[config.mk]
export PLATFORM = sky130hd
export DESIGN_NAME = alu_iter
export DESIGN_NICKNAME = d
export VERILOG_FILES = /design/src/rtl/alu_iter_pkg.sv /design/src/rtl/alu_iter_divider.sv /design/src/rtl/alu_iter.sv
export SDC_FILE = /design/constraint.sdc
export NUM_CORES = 1
export LEC_CHECK = 0
export CAP_MARGIN = 20
export CORE_ASPECT_RATIO = 1.2
export CORE_MARGIN = 2
export CORE_UTILIZATION = 55
export CTS_BUF_LIST = sky130_fd_sc_hd__clkbuf_16
export DETAILED_ROUTE_END_ITERATION = 10
export GPL_ROUTABILITY_DRIVEN = 0
export PLACE_DENSITY = 0.77
export SKIP_LAST_GASP = 1
export SYNTH_ARGS = -nofsm -noshare
export SYNTH_HDL_FRONTEND = slang
export SYNTH_SLANG_ARGS = --single-unit
[constraint.sdc]
create_clock -name clk -period 7.7 [get_ports clk]
set_input_delay 1.54 -clock clk [delete_from_list [all_inputs] [get_ports clk]]
set_output_delay 1.54 -clock clk [all_outputs]
set_load 0.01 [all_outputs]
[src/rtl/alu_iter_pkg.sv]
// alu_iter_pkg
//   Shared types for the iterative ALU: the 3-bit operation encoding
//   carried on ALUControl, the controller state encoding, and a small
//   helper that classifies the divide-family operations.
//   Optional feature macro: ALU_ITER_DIV_EN (see alu_iter.sv).
package alu_iter_pkg;

    // Operation encoding as it appears on the ALUControl port
    typedef enum logic [2:0] {
        OP_ADD = 3'b000,
        OP_SUB = 3'b001,
        OP_MUL = 3'b010,
        OP_DIV = 3'b011,
        OP_MOD = 3'b100,
        OP_AND = 3'b101,
        OP_OR  = 3'b110,
        OP_XOR = 3'b111
    } alu_op_e;

    // Controller states: accept a request, iterate, present the result
    typedef enum logic [1:0] {
        S_IDLE = 2'b00,
        S_RUN  = 2'b01,
        S_DONE = 2'b10
    } state_e;

    // True for the two operations that share the divider datapath
    function automatic logic isDivOp(alu_op_e op);
        return (op == OP_DIV) || (op == OP_MOD);
    endfunction

endpackage

[src/rtl/alu_iter_divider.sv]
// alu_iter_divider
//   Unsigned restoring divider, one quotient bit per clock, WIDTH steps.
//   Ports:
//     clk          rising-edge clock
//     rst          synchronous active-high reset, aborts any division
//     start_i      load dividend/divisor and begin (ignored-free: always loads)
//     dividend_i   WIDTH-bit dividend
//     divisor_i    WIDTH-bit divisor
//     done_o       high during the cycle whose closing edge performs the
//                  final step; quotient_o/remainder_o are the values that
//                  step produces, so the parent can register them on that edge
//     quotient_o   final quotient (valid with done_o)
//     remainder_o  final remainder (valid with done_o)
//   A zero divisor needs no special casing: every trial subtraction
//   succeeds, giving an all-ones quotient, and the remainder register just
//   accumulates the dividend bits, ending equal to the dividend.
module alu_iter_divider #(
    parameter int WIDTH = 19
) (
    input  logic             clk,
    input  logic             rst,
    input  logic             start_i,
    input  logic [WIDTH-1:0] dividend_i,
    input  logic [WIDTH-1:0] divisor_i,
    output logic             done_o,
    output logic [WIDTH-1:0] quotient_o,
    output logic [WIDTH-1:0] remainder_o
);

    localparam int CNT_W = $clog2(WIDTH);
    localparam logic [CNT_W-1:0] CNT_LAST = CNT_W'(WIDTH - 1);

    logic             busy_q, busy_d;
    logic [CNT_W-1:0] cnt_q, cnt_d;
    logic [WIDTH-1:0] quot_q, quot_d;
    logic [WIDTH-1:0] rem_q, rem_d;
    logic [WIDTH-1:0] dvsr_q, dvsr_d;

    logic [WIDTH:0]   shifted;
    logic [WIDTH-1:0] trialLow;
    logic             fits;
    logic [WIDTH-1:0] remStep;
    logic [WIDTH-1:0] quotStep;

    // One restoring step: bring the next dividend bit into the partial
    // remainder and subtract the divisor if it fits. When it fits the
    // difference is below 2^WIDTH, so the low bits of a WIDTH-bit
    // subtraction are already the exact new remainder.
    always_comb begin
        shifted  = {rem_q, quot_q[WIDTH-1]};
        fits     = (shifted >= {1'b0, dvsr_q});
        trialLow = shifted[WIDTH-1:0] - dvsr_q;
        remStep  = fits ? trialLow : shifted[WIDTH-1:0];
        quotStep = {quot_q[WIDTH-2:0], fits};
    end

    assign done_o      = busy_q && (cnt_q == CNT_LAST);
    assign quotient_o  = quotStep;
    assign remainder_o = remStep;

    // Next-state: a start reloads the operands; otherwise a busy divider
    // takes one step per cycle and stops itself after the last one.
    always_comb begin
        busy_d = busy_q;
        cnt_d  = cnt_q;
        quot_d = quot_q;
        rem_d  = rem_q;
        dvsr_d = dvsr_q;
        if (start_i) begin
            busy_d = 1'b1;
            cnt_d  = '0;
            quot_d = dividend_i;
            rem_d  = '0;
            dvsr_d = divisor_i;
        end else if (busy_q) begin
            quot_d = quotStep;
            rem_d  = remStep;
            cnt_d  = cnt_q + 1'b1;
            if (cnt_q == CNT_LAST) begin
                busy_d = 1'b0;
            end
        end
    end

    // State registers with synchronous reset so a parent reset aborts
    // a division in flight.
    always_ff @(posedge clk) begin
        if (rst) begin
            busy_q <= 1'b0;
            cnt_q  <= '0;
            quot_q <= '0;
            rem_q  <= '0;
            dvsr_q <= '0;
        end else begin
            busy_q <= busy_d;
            cnt_q  <= cnt_d;
            quot_q <= quot_d;
            rem_q  <= rem_d;
            dvsr_q <= dvsr_d;
        end
    end

endmodule

[src/rtl/alu_iter.sv]
// alu_iter
//   Multi-cycle ALU. ADD/SUB/AND/OR/XOR finish one cycle after start;
//   MUL (shift-add) and DIV/MOD (restoring divider) iterate WIDTH cycles
//   and finish WIDTH+1 cycles after start.
//   Feature macro ALU_ITER_DIV_EN: when defined the divider sub-module is
//   built; when undefined DIV/MOD finish in one cycle with Result=0,
//   OverFlow=1 (illegal-op marker) and DivZero=0.
//   Ports:
//     clk         rising-edge clock
//     rst         synchronous active-high reset
//     start       request, only looked at in IDLE
//     A, B        WIDTH-bit operands, captured on an accepted start
//     ALUControl  3-bit operation (see alu_iter_pkg::alu_op_e)
//     busy        high while iterating
//     done        one-cycle pulse, Result and flags are fresh
//     Result      registered result, held until the next done
//     Zero, OverFlow, Negative, DivZero  registered flags
module alu_iter
    import alu_iter_pkg::*;
#(
    parameter int WIDTH = 19
) (
    input  logic             clk,
    input  logic             rst,
    input  logic             start,
    input  logic [WIDTH-1:0] A,
    input  logic [WIDTH-1:0] B,
    input  logic [2:0]       ALUControl,
    output logic             busy,
    output logic             done,
    output logic [WIDTH-1:0] Result,
    output logic             Zero,
    output logic             OverFlow,
    output logic             Negative,
    output logic             DivZero
);

    localparam int CNT_W = $clog2(WIDTH);
    localparam logic [CNT_W-1:0] CNT_LAST = CNT_W'(WIDTH - 1);
    localparam int MSB = WIDTH - 1;

    state_e             state_q, state_d;
    alu_op_e            op_q, op_d;
    logic [CNT_W-1:0]   cnt_q, cnt_d;
    logic [WIDTH-1:0]   mcand_q, mcand_d;
    logic [2*WIDTH-1:0] prod_q, prod_d;
    logic [WIDTH-1:0]   result_q, result_d;
    logic               zero_q, zero_d;
    logic               ovf_q, ovf_d;
    logic               neg_q, neg_d;
    logic               divz_q, divz_d;

    alu_op_e            opIn;
    logic [WIDTH-1:0]   sumAB;
    logic [WIDTH-1:0]   diffAB;
    logic [WIDTH:0]     mulAdd;
    logic [2*WIDTH-1:0] prodStep;

    logic               finish;
    logic [WIDTH-1:0]   finRes;
    logic               finOvf;
    logic               finDz;

    assign opIn   = alu_op_e'(ALUControl);
    assign sumAB  = A + B;
    assign diffAB = A - B;

    // Shift-add multiply step: the upper half of prod_q is the running
    // partial sum, the lower half starts as the multiplier and is consumed
    // one bit per step from the LSB end. Adding the multiplicand and
    // shifting the whole (WIDTH+1)+(WIDTH-1) bit vector right keeps the
    // carry, so after WIDTH steps prod_q holds the full 2*WIDTH product.
    assign mulAdd   = {1'b0, prod_q[2*WIDTH-1:WIDTH]}
                    + (prod_q[0] ? {1'b0, mcand_q} : {(WIDTH+1){1'b0}});
    assign prodStep = {mulAdd, prod_q[WIDTH-1:1]};

`ifdef ALU_ITER_DIV_EN
    logic             bZero_q, bZero_d;
    logic             divStart;
    logic             divDone;
    logic [WIDTH-1:0] divQuot;
    logic [WIDTH-1:0] divRem;

    // The divider captures A/B itself on the same edge the controller
    // accepts the request, so both start iterating together.
    assign divStart = (state_q == S_IDLE) && start && isDivOp(opIn);

    alu_iter_divider #(
        .WIDTH (WIDTH)
    ) u_divider (
        .clk         (clk),
        .rst         (rst),
        .start_i     (divStart),
        .dividend_i  (A),
        .divisor_i   (B),
        .done_o      (divDone),
        .quotient_o  (divQuot),
        .remainder_o (divRem)
    );
`endif

    // Controller next-state. Single-cycle ops compute straight from the
    // inputs on the accepting edge and jump to DONE; iterative ops capture
    // their operands and sit in RUN. Whatever path finishes raises
    // 'finish', and the block at the bottom loads Result and all flags
    // together so they can only ever change on the edge entering DONE.
    always_comb begin
        state_d  = state_q;
        op_d     = op_q;
        cnt_d    = cnt_q;
        mcand_d  = mcand_q;
        prod_d   = prod_q;
        result_d = result_q;
        zero_d   = zero_q;
        ovf_d    = ovf_q;
        neg_d    = neg_q;
        divz_d   = divz_q;
`ifdef ALU_ITER_DIV_EN
        bZero_d  = bZero_q;
`endif
        finish   = 1'b0;
        finRes   = '0;
        finOvf   = 1'b0;
        finDz    = 1'b0;

        case (state_q)
            S_IDLE: begin
                if (start) begin
                    op_d = opIn;
                    case (opIn)
                        OP_ADD: begin
                            finish = 1'b1;
                            finRes = sumAB;
                            finOvf = (A[MSB] == B[MSB]) && (sumAB[MSB] != A[MSB]);
                        end
                        OP_SUB: begin
                            finish = 1'b1;
                            finRes = diffAB;
                            finOvf = (A[MSB] != B[MSB]) && (diffAB[MSB] != A[MSB]);
                        end
                        OP_AND: begin
                            finish = 1'b1;
                            finRes = A & B;
                        end
                        OP_OR: begin
                            finish = 1'b1;
                            finRes = A | B;
                        end
                        OP_XOR: begin
                            finish = 1'b1;
                            finRes = A ^ B;
                        end
                        OP_MUL: begin
                            state_d = S_RUN;
                            cnt_d   = '0;
                            mcand_d = B;
                            prod_d  = {{WIDTH{1'b0}}, A};
                        end
                        OP_DIV, OP_MOD: begin
`ifdef ALU_ITER_DIV_EN
                            state_d = S_RUN;
                            bZero_d = (B == '0);
`else
                            finish  = 1'b1;
                            finRes  = '0;
                            finOvf  = 1'b1;
`endif
                        end
                        default: begin
                        end
                    endcase
                end
            end

            S_RUN: begin
`ifdef ALU_ITER_DIV_EN
                if (isDivOp(op_q)) begin
                    if (divDone) begin
                        finish = 1'b1;
                        finRes = (op_q == OP_DIV) ? divQuot : divRem;
                        finDz  = bZero_q;
                    end
                end else
`endif
                begin
                    prod_d = prodStep;
                    cnt_d  = cnt_q + 1'b1;
                    if (cnt_q == CNT_LAST) begin
                        finish = 1'b1;
                        finRes = prodStep[WIDTH-1:0];
                        finOvf = |prodStep[2*WIDTH-1:WIDTH];
                    end
                end
            end

            S_DONE: begin
                state_d = S_IDLE;
            end

            default: begin
                state_d = S_IDLE;
            end
        endcase

        if (finish) begin
            state_d  = S_DONE;
            result_d = finRes;
            zero_d   = (finRes == '0);
            neg_d    = finRes[MSB];
            ovf_d    = finOvf;
            divz_d   = finDz;
        end
    end

    // State and result registers. Reset clears everything, which also
    // throws away any operation in flight without a done pulse.
    always_ff @(posedge clk) begin
        if (rst) begin
            state_q  <= S_IDLE;
            op_q     <= OP_ADD;
            cnt_q    <= '0;
            mcand_q  <= '0;
            prod_q   <= '0;
            result_q <= '0;
            zero_q   <= 1'b0;
            ovf_q    <= 1'b0;
            neg_q    <= 1'b0;
            divz_q   <= 1'b0;
`ifdef ALU_ITER_DIV_EN
            bZero_q  <= 1'b0;
`endif
        end else begin
            state_q  <= state_d;
            op_q     <= op_d;
            cnt_q    <= cnt_d;
            mcand_q  <= mcand_d;
            prod_q   <= prod_d;
            result_q <= result_d;
            zero_q   <= zero_d;
            ovf_q    <= ovf_d;
            neg_q    <= neg_d;
            divz_q   <= divz_d;
`ifdef ALU_ITER_DIV_EN
            bZero_q  <= bZero_d;
`endif
        end
    end

    assign busy     = (state_q == S_RUN);
    assign done     = (state_q == S_DONE);
    assign Result   = result_q;
    assign Zero     = zero_q;
    assign OverFlow = ovf_q;
    assign Negative = neg_q;
    assign DivZero  = divz_q;

endmodule

==> impl_results.md <==
- Iteration-0 DRC Markers: around 670
- Via density: approximately 6.2
- Biggest area consumer among synthesized cells: dfxtp_1
- Htree depth: 3
- Pins Over Slew Limit: 0
- Fillcell total: 1188
- Gr usage total: between 30% and 40%
- Drt first pass iters: 6
- Final Skew: 0.00517 ns
- # diodes: 0
- # Post-CTS Setup Buffers: 0
- Setup violators final: 0
- Total number of vias: around 7300
- Lkg Pwr: 3.54 nW
- Register Area: 1700 sq um
- Most common cell in the netlist: nor2_1
- Die width: roughly 110 microns
- Async S/R FF share, synth: 0%
- Peak fanout along the critical path: 24
- Initial antenna violation count: 0
- Die Footprint: 14100 sq um
- Final #Nets: between 1000 and 1500
- EDFF count, synth: 0
- CTS sink cnt: 85
- Cell Rows: 45
- Top post-synthesis cells by area: dfxtp_1 23%, ha_1 14%, nor2_1 6.2%, a21oi_1 5.9%, nand2_1 5.2%
- Period utilization: between 60% and 70%
- Vias in the first global route: approximately 7000
- Core area: ~13000 sq um
- Power consumption: 1.24 mW
- Critical path data required time: a little under 8 ns
- Final core utilization: 64.7%
- CTS resizes: 0
- CTS tree: done
- CP endpoint kind: register
- Synth top cells by count: 119 x nor2_1, 100 x nand2_1, 85 x a21oi_1, 85 x dfxtp_1, 81 x ha_1
- Final ANT Viol Nets: 0
- Final non-filler cell total: 1178
- DRC: 0
- CTS root buffer: clkbuf_16
- Setup TNS: 0 ns
- Crit start category: primary input
- WHS: 0.452 ns
- First-pass GRT wire length: 34400 microns
- Area of the multi-input gates: a little over 5000 sq um
- Tightest Pin Transition: just over 1 ns
- Synthesized area per cell: between 7 and 8 sq um
- Post-synthesis register bit count: 85
- Worst-path clk slew: around 0.07 ns
- Post-route minimum period: 5.39 ns
- Layout cells sized above 1: under 10%
- Post-synth net total: 1106
- RSZ-0062 raised after global routing: no
- Synth warnings: 0
- Die Span Y: 130 microns
- Initial Util: 56.8%
- Placed wire-length estimate after detailed placement: around 16000 microns
- Fmax: between 150 and 200 MHz
- Arrival time worst endpoint: 5.58 ns
- Crit path kind: in -> reg
- Relative slew slack: about 33%
- Gate Count Post-Synth: about 980
- Status: complete, no violations
- Worst Hold Class: reg -> reg
- Register-to-register setup slack: 3.35 ns
- Buffers on Ports: 67
- Clk_lat worst skew: roughly 0.36 ns
- Top cell type's share of synthesized area: between 20% and 30%
- VDD IR max: between 80 and 90 uV
- Final hold vios: 0
- Synth cell types: 72
- Layout area overhead: 14.0%
- WL/cell: 18.5 microns
- Num ports: 69
- Total global routing overflow: 0
- Clock tree buffer depth: 2
- Pwr dens: ~150 nW/um^2
- Sequential area share after synthesis: 23.4%
- Total wire length: ~22000 microns
- Max-cap violations: 0
- Largest net degree at the start of global routing: 86
- Main synth FF type: dfxtp_1
- # hold bufs at CTS: 0
- Inserted Clock Buffers: 9
- Placed instance count: around 1200
- Post-Syn Area: 7260 sq um
placed cells by master, fill, tap and decap left out, types with 12 or more instances in the layout:
cell type	synthesis	routed
nor3_1	40	39
inv_1	65	65
mux2i_1	15	15
nand2_1	100	100
a21oi_1	85	85
nor2_1	119	119
a21o_1	17	17
ha_1	81	81
xnor2_1	18	18
o21ai_0	26	26
dfxtp_1	85	85
and2_1	21	21
nor2b_1	12	12
nand3_1	13	13
a22oi_1	33	33
a211oi_1	27	27
clkdlybuf4s50_1	0	65
worst paths after layout:
kind         depth (start not counted)                  endpoint                      from
max reg2reg                         12     OverFlow$_SDFFE_PP0P_    prod_q[0]$_SDFFE_PP0P_
min reg2reg                          2  mcand_q[18]$_SDFFE_PP0P_  mcand_q[18]$_SDFFE_PP0P_
max                                 11     OverFlow$_SDFFE_PP0P_             ALUControl[2]
min                                  2  mcand_q[18]$_SDFFE_PP0P_  mcand_q[18]$_SDFFE_PP0P_
layer usage:
layer  wire length, microns  up-vias  global-route usage [%]
met5                      0        -                       0
met4                    691        0                    12.6
met3                   1400       50                    3.55
met2                  10600      307                    54.0
met1                   9070     3438                    38.9
li1                       -     3549                       -
power breakdown:
part	internal (mW)	leakage (nW)	switching (mW)
logic	0.131	2.71	0.190
clock network	0.253	0.144	0.199
registers	0.455	0.690	0.0132
total	0.839	3.54	0.402
final cells by class:
class | instances | share of cell area [%]
multi-input cells | 773 | 61.7
well taps | 164 | 2.48
inverters | 65 | 2.95
clock buffers | 9 | 2.72
repair buffers | 75 | 8.71
clock inverters | 7 | 0.907
flip-flops and latches | 85 | 20.6
metrics by stage:
step	setup slack, ns	instance area [sq um]
final	2.31	8270
after global routing	2.12	8270
after CTS	2.35	8270
after detailed placement	2.00	7970
after global placement	2.14	7970
after floorplan	3.29	7260
flip-flops by register name, summed over array words and instances (netlist names):
name / flops
cnt_q: 5
OverFlow: 1
state_q: 2
Result: 19
Zero: 1
mcand_q: 19
prod_q: 38
cell families after synthesis:
| logic type | count (synthesis) | share of synthesized area (%) |
|---|---|---|
| buffers and inverters | 120 | 6.31 |
| flip-flops | 85 | 23.4 |
| AO/OA/AOI/OAI | 290 | 27.1 |
| XOR/XNOR | 27 | 3.26 |
| AND/OR/NAND/NOR | 356 | 22.9 |
| other | 1 | 0.0517 |
| multiplexers | 15 | 2.07 |
| adder cells (fa/ha/maj) | 84 | 14.8 |
worst max-delay path, cell delays in order:
cell	delay, ns
clkdlybuf4s50_1	0.84
nand2b_1	0.22
nor2_1	0.07
a2bb2oi_1	0.16
or2_1	0.53
or4_1	0.64
or4_1	0.40
or4_1	0.40
or4_1	0.44
o41ai_2	0.22
a31oi_1	0.12
Power figures use the tool's default switching activity.
